--- config.mk ---
export PLATFORM = sky130hd
export DESIGN_NAME = filters_mul_arbiter_flat
export DESIGN_NICKNAME = d
export VERILOG_FILES = /design/src/rtl/filters_mul_arbiter_if.sv /design/src/rtl/filters_mul_arbiter.sv /design/src/flat_wrapper.sv
export SDC_FILE = /design/constraint.sdc
export NUM_CORES = 1
export LEC_CHECK = 0
export CORE_AREA = 8 8 176 178
export CTS_BUF_LIST = sky130_fd_sc_hd__clkbuf_2 sky130_fd_sc_hd__clkbuf_4 sky130_fd_sc_hd__clkbuf_8
export DETAILED_ROUTE_END_ITERATION = 8
export DIE_AREA = 0 0 184 186
export PLACE_DENSITY = 0.73
export SYNTH_ARGS = -nofsm -noshare
export SYNTH_HDL_FRONTEND = slang
export SYNTH_SLANG_ARGS = --single-unit
--- constraint.sdc ---
create_clock -name ap_clk -period 8.6 [get_ports ap_clk]
set_input_delay 2.15 -clock ap_clk [delete_from_list [all_inputs] [get_ports ap_clk]]
set_output_delay 2.15 -clock ap_clk [all_outputs]
set_load 0.01 [all_outputs]
--- src/rtl/filters_mul_arbiter_if.sv ---
// Handshake and result bus between the filter tap engines (master) and the
// shared multiplier arbiter (slave).
interface filters_mul_arbiter_if #(
    parameter int NUM_REQ = 4,
    parameter int A_WIDTH = 16,
    parameter int B_WIDTH = 16,
    parameter int P_WIDTH = A_WIDTH + B_WIDTH
);
    logic                         en;
    logic [NUM_REQ-1:0]           req_valid;
    logic [NUM_REQ-1:0]           req_ready;
    logic [NUM_REQ*A_WIDTH-1:0]   req_a;
    logic [NUM_REQ*B_WIDTH-1:0]   req_b;
    logic [NUM_REQ-1:0]           rsp_valid;
    logic [P_WIDTH-1:0]           rsp_p;
    logic                         idle;

    modport master (
        output en, req_valid, req_a, req_b,
        input  req_ready, rsp_valid, rsp_p, idle
    );

    modport slave (
        input  en, req_valid, req_a, req_b,
        output req_ready, rsp_valid, rsp_p, idle
    );
endinterface

--- src/rtl/filters_mul_arbiter.sv ---
// Round-robin arbiter sharing one pipelined signed x unsigned multiplier
// among NUM_REQ requesters. Each pipeline stage carries a valid bit and the
// requester index so the product comes back with a one-hot strobe.
module filters_mul_arbiter #(
    parameter int NUM_REQ    = 4,
    parameter int A_WIDTH    = 16,
    parameter int B_WIDTH    = 16,
    parameter int P_WIDTH    = A_WIDTH + B_WIDTH,
    parameter int MUL_STAGES = 2
) (
    input  logic                  ap_clk,
    input  logic                  ap_rst_n,
    filters_mul_arbiter_if.slave  bus
);
    localparam int IDX_W = $clog2(NUM_REQ);

    logic [IDX_W-1:0]   last_q, last_d;
    logic [IDX_W-1:0]   cand;
    logic [IDX_W-1:0]   gnt_idx;
    logic               grant;
    logic [A_WIDTH-1:0] sel_a;
    logic [B_WIDTH-1:0] sel_b;

    // Stage 0 holds the captured operands; stages 1..MUL_STAGES hold products.
    logic [MUL_STAGES:0] v_q;
    logic [IDX_W-1:0]    idx_q [MUL_STAGES+1];
    logic [A_WIDTH-1:0]  a_q;
    logic [B_WIDTH-1:0]  b_q;
    logic [P_WIDTH-1:0]  p_q   [MUL_STAGES];

    logic [P_WIDTH-1:0]  a_ext, b_ext, prod;

    // Round-robin search starting just after the last accepted requester.
    always_comb begin
        grant   = 1'b0;
        gnt_idx = '0;
        cand    = '0;
        if (bus.en) begin
            for (int k = 1; k <= NUM_REQ; k++) begin
                cand = IDX_W'((int'(last_q) + k) % NUM_REQ);
                if (!grant && bus.req_valid[cand]) begin
                    grant   = 1'b1;
                    gnt_idx = cand;
                end
            end
        end
        last_d = grant ? gnt_idx : last_q;
        sel_a  = bus.req_a[gnt_idx*A_WIDTH +: A_WIDTH];
        sel_b  = bus.req_b[gnt_idx*B_WIDTH +: B_WIDTH];
    end

    // Both operands widened to the full product width: sign-extend a,
    // zero-extend b, so the low P_WIDTH bits of the product are exact.
    always_comb begin
        a_ext = {{(P_WIDTH-A_WIDTH){a_q[A_WIDTH-1]}}, a_q};
        b_ext = {{(P_WIDTH-B_WIDTH){1'b0}}, b_q};
        prod  = a_ext * b_ext;
    end

    // Arbitration pointer and multiplier pipeline.
    always_ff @(posedge ap_clk or negedge ap_rst_n) begin
        if (!ap_rst_n) begin
            last_q <= IDX_W'(NUM_REQ-1);
            v_q    <= '0;
            a_q    <= '0;
            b_q    <= '0;
            for (int s = 0; s <= MUL_STAGES; s++) idx_q[s] <= '0;
            for (int s = 0; s < MUL_STAGES; s++)  p_q[s]   <= '0;
        end else begin
            last_q   <= last_d;
            v_q[0]   <= grant;
            idx_q[0] <= gnt_idx;
            if (grant) begin
                a_q <= sel_a;
                b_q <= sel_b;
            end
            v_q[1]   <= v_q[0];
            idx_q[1] <= idx_q[0];
            if (v_q[0]) p_q[0] <= prod;
            // Products only move with a valid bit so rsp_p holds between results.
            for (int s = 2; s <= MUL_STAGES; s++) begin
                v_q[s]   <= v_q[s-1];
                idx_q[s] <= idx_q[s-1];
                if (v_q[s-1]) p_q[s-1] <= p_q[s-2];
            end
        end
    end

    // Grant, response strobe and idle decode.
    always_comb begin
        bus.req_ready = grant ? (NUM_REQ'(1) << gnt_idx) : '0;
        bus.rsp_valid = v_q[MUL_STAGES] ? (NUM_REQ'(1) << idx_q[MUL_STAGES]) : '0;
        bus.rsp_p     = p_q[MUL_STAGES-1];
        bus.idle      = ~(|v_q) & ~grant;
    end
endmodule

--- src/flat_wrapper.sv ---
// flat-port wrapper written by rule: the top's interface ports become plain ports
module filters_mul_arbiter_flat 
#(
    parameter int NUM_REQ    = 4,
    parameter int A_WIDTH    = 16,
    parameter int B_WIDTH    = 16,
    parameter int P_WIDTH    = A_WIDTH + B_WIDTH,
    parameter int MUL_STAGES = 2
)
  (ap_clk, ap_rst_n, bus_en, bus_req_valid, bus_req_a, bus_req_b, bus_req_ready, bus_rsp_valid, bus_rsp_p, bus_idle);
  filters_mul_arbiter_if #(.NUM_REQ(NUM_REQ), .A_WIDTH(A_WIDTH), .B_WIDTH(B_WIDTH), .P_WIDTH(P_WIDTH)) bus_i ();
  input  logic ap_clk;
  input  logic ap_rst_n;
  input wire logic [$bits(bus_i.en)-1:0] bus_en;
  input wire logic [$bits(bus_i.req_valid)-1:0] bus_req_valid;
  input wire logic [$bits(bus_i.req_a)-1:0] bus_req_a;
  input wire logic [$bits(bus_i.req_b)-1:0] bus_req_b;
  output wire logic [$bits(bus_i.req_ready)-1:0] bus_req_ready;
  output wire logic [$bits(bus_i.rsp_valid)-1:0] bus_rsp_valid;
  output wire logic [$bits(bus_i.rsp_p)-1:0] bus_rsp_p;
  output wire logic [$bits(bus_i.idle)-1:0] bus_idle;
  assign bus_i.en = bus_en;
  assign bus_i.req_valid = bus_req_valid;
  assign bus_i.req_a = bus_req_a;
  assign bus_i.req_b = bus_req_b;
  assign bus_req_ready = bus_i.req_ready;
  assign bus_rsp_valid = bus_i.rsp_valid;
  assign bus_rsp_p = bus_i.rsp_p;
  assign bus_idle = bus_i.idle;
  filters_mul_arbiter #(.NUM_REQ(NUM_REQ), .A_WIDTH(A_WIDTH), .B_WIDTH(B_WIDTH), .P_WIDTH(P_WIDTH), .MUL_STAGES(MUL_STAGES)) u_core (.ap_clk(ap_clk), .ap_rst_n(ap_rst_n), .bus(bus_i));
endmodule
==> impl_metrics.toml <==
[global_routing]
grt-ovfl-total = 0
grt_max_degree = 61
antenna_found_initial = 0
grt_pass1_vias = 11620
track_usage_pct = 20.99
grt_pass1_wl_um = 57480

[placed_design]
dp_hpwl_um = 26200
gp_congestion = 0.8588
port_buffers = 175

[sta]
period_minus_slack_ns = 6.881
setup_viol = 0
slew_headroom_pct = 47.30
timing.final.crit_share_pct = 80.01
rsz0062_at_grt = "false"
fin_setup_tns_ns = 0
final_hold_viol_count = 0
slew_viol_final = 0
fin_skew_ns = 0.01712
tightest_slew_ns = 0.7894
max_freq_mhz = 145.3

[setup_path]
r2r_cells = 20
r2r-end = "u_core.p_q[57]$_DFFE_PN0P_"
reg2reg_from = "u_core.b_q[7]$_DFFE_PN0P_"
startpoint = "bus_req_valid[1]"
required_ns = 6.45
max_stage_delay_ns = 0.57
cp_slowest_cell = "clkdlybuf4s50_1"
crit_chain = "clkdlybuf4s50_1 -> nand2_1 -> nor2_1 -> a21oi_1 -> o41ai_1 -> a31oi_2 -> nand2b_1 -> buf_4 -> nor2_1 -> clkdlybuf4s50_1"
crit_family = "buffers and inverters"
cp.depth = 10
reg2reg_setup_slack_ns = 2.10
cp-end-kind = "output port"
crit_path_start_kind = "input port"
arrival_ns = 4.73
worstSetupPathType = "in2out"
cp_max_fo = 33
endpoint = "bus_req_ready[1]"
crit_buf_inv = 3

[cells_and_area]
fin_nets = 2008
layout-area-overhead-vs-synth_pct = 14.33
drive_above_1_share_pct = 8.105

[yosys]
synth-main-ff-cell = "dfrtp_1"
yosysUniqueCellTypes = 60
yosysSeqAreaShare_pct = 19.36
syn_area_per_cell_um2 = 9.403
synth_commonest_cells = "inv_1, nand2_1, fa_1"
yosysWarnings = 0
synth_edf_count = 0
netlist_area_mm2 = 0.01384
async_reset_ff_share_pct = 100.0
ys_ff_latch = 107
synth_area_leaders = "fa_1, dfrtp_1, ha_1"
syn_nets = 1918
synth_largest_area_cell = "fa_1"
synth_top_area_share_pct = 28.06
synth_cells = 1472
yosys.cell_count.top_type = "inv_1"

[cts]
cts_tree = "yes"
cts.path.max_buffers = 2
cts_setup_buffers = 0
numCtsBuffers = 9
h-tree-depth = 3
cts_resized = 0
hold_buffers = 0
clock_latency_ns = 0.40
clkSlewWorstSetupHoldPaths_ns = 0.12
numClockSinks = 107
cts_root_buffer = "clkbuf_8"

[floorplan]
fp.dieArea_mm2 = 0.03422
core_area_mm2 = 0.02824
initial_core_util_pct = 49.02
die_x_um = 184
die_y_um = 186
rows = 62
pin_count = 176

[min_path]
hold_class = "reg2reg"

[routing]
drt_pass1_iterations = 6
drc = 0
vias = 10459
final_antenna_net_count = 0
wl_um = 34070
avgRoutedWirePerCell_um = 17.45
viasPerCell = 5.358
first_iter_violations = 656

[outcome]
status = "finished clean"

[run]
drv_cap = 0
## layout make-up
cell class	instances	area [um^2]
fill	2534	12410
clock buffer	9	123.9
antenna	1	2.502
inverter	260	975.9
tap	384	480.5
sequential	107	2680
timing repair buffer	182	1802
clock inverter	7	86.33
multi-input combinational	1002	9673
## worst min-delay path by stage
stage / start / cells after the start / endpoint
2_1_floorplan: u_core.idx_q[2]$_DFF_PN0_ / 0 / u_core.idx_q[0]$_DFF_PN0_
3_3_place_gp: u_core.idx_q[2]$_DFF_PN0_ / 0 / u_core.idx_q[0]$_DFF_PN0_
3_5_place_dp: u_core.idx_q[2]$_DFF_PN0_ / 0 / u_core.idx_q[0]$_DFF_PN0_
4_1_cts: u_core.idx_q[2]$_DFF_PN0_ / 0 / u_core.idx_q[0]$_DFF_PN0_
5_1_grt: u_core.idx_q[2]$_DFF_PN0_ / 0 / u_core.idx_q[0]$_DFF_PN0_
6_report: u_core.idx_q[4]$_DFF_PN0_ / 0 / u_core.idx_q[2]$_DFF_PN0_
## registers in the layout, indices dropped and copies added (netlist names)
signal	count
u_core.v_q	3
u_core.b_q	16
u_core.a_q	16
u_core.idx_q	6
u_core.last_q	2
u_core.bus.rsp_p	32
u_core.p_q	32
## cells in the final DEF (no fill, tap or decap), drive strengths merged, types with 8 or more instances in the layout
cell type | Yosys | routed
buf | 43 | 8
o22ai | 33 | 33
nand2 | 203 | 203
fa | 194 | 194
inv | 260 | 263
a21o | 11 | 11
clkdlybuf4s50 | 0 | 174
xnor2 | 22 | 22
clkbuf | 60 | 9
mux2 | 88 | 88
ha | 117 | 117
nor2 | 28 | 28
nand3 | 11 | 11
nand2b | 9 | 9
a31oi | 36 | 36
and2 | 123 | 123
dfrtp | 105 | 105
o21ai | 21 | 21
a21oi | 39 | 39
## cells by family after synthesis
group           after synthesis  share of synthesized area, %
simple gates                402                         13.94
flops                       107                         19.36
mux                          89                         7.259
compound gates              173                         8.299
fa+ha+maj                   311                         38.64
xor+xnor                     27                         1.709
buf+inv                     363                         10.79
## metrics by stage
step	worst slack (ns)	hold WS, ns	utilization [%]	cell area (um^2)	std cells
detailed placement	1.775	0.3363	55.29	15610	1935
global placement	1.890	0.3366	55.29	15610	1935
finish	1.719	0.3677	56.04	15820	1952
floorplan	2.739	0.3312	-	13840	1472
CTS	1.764	0.3731	56.03	15820	1951
global route	1.644	0.3851	56.03	15820	1951
## layer usage
layer	share of wire (%)	up-vias	GRT usage, %
met1	40	5281	24.14
met3	5.6	56	3.943
met4	2.9	0	7.325
li1	-	4798	-
met5	0	-	0
met2	52	324	38.51
Power is not shown: default switching activity piles up to over one toggle a cycle in this logic, so the estimate is an artifact.
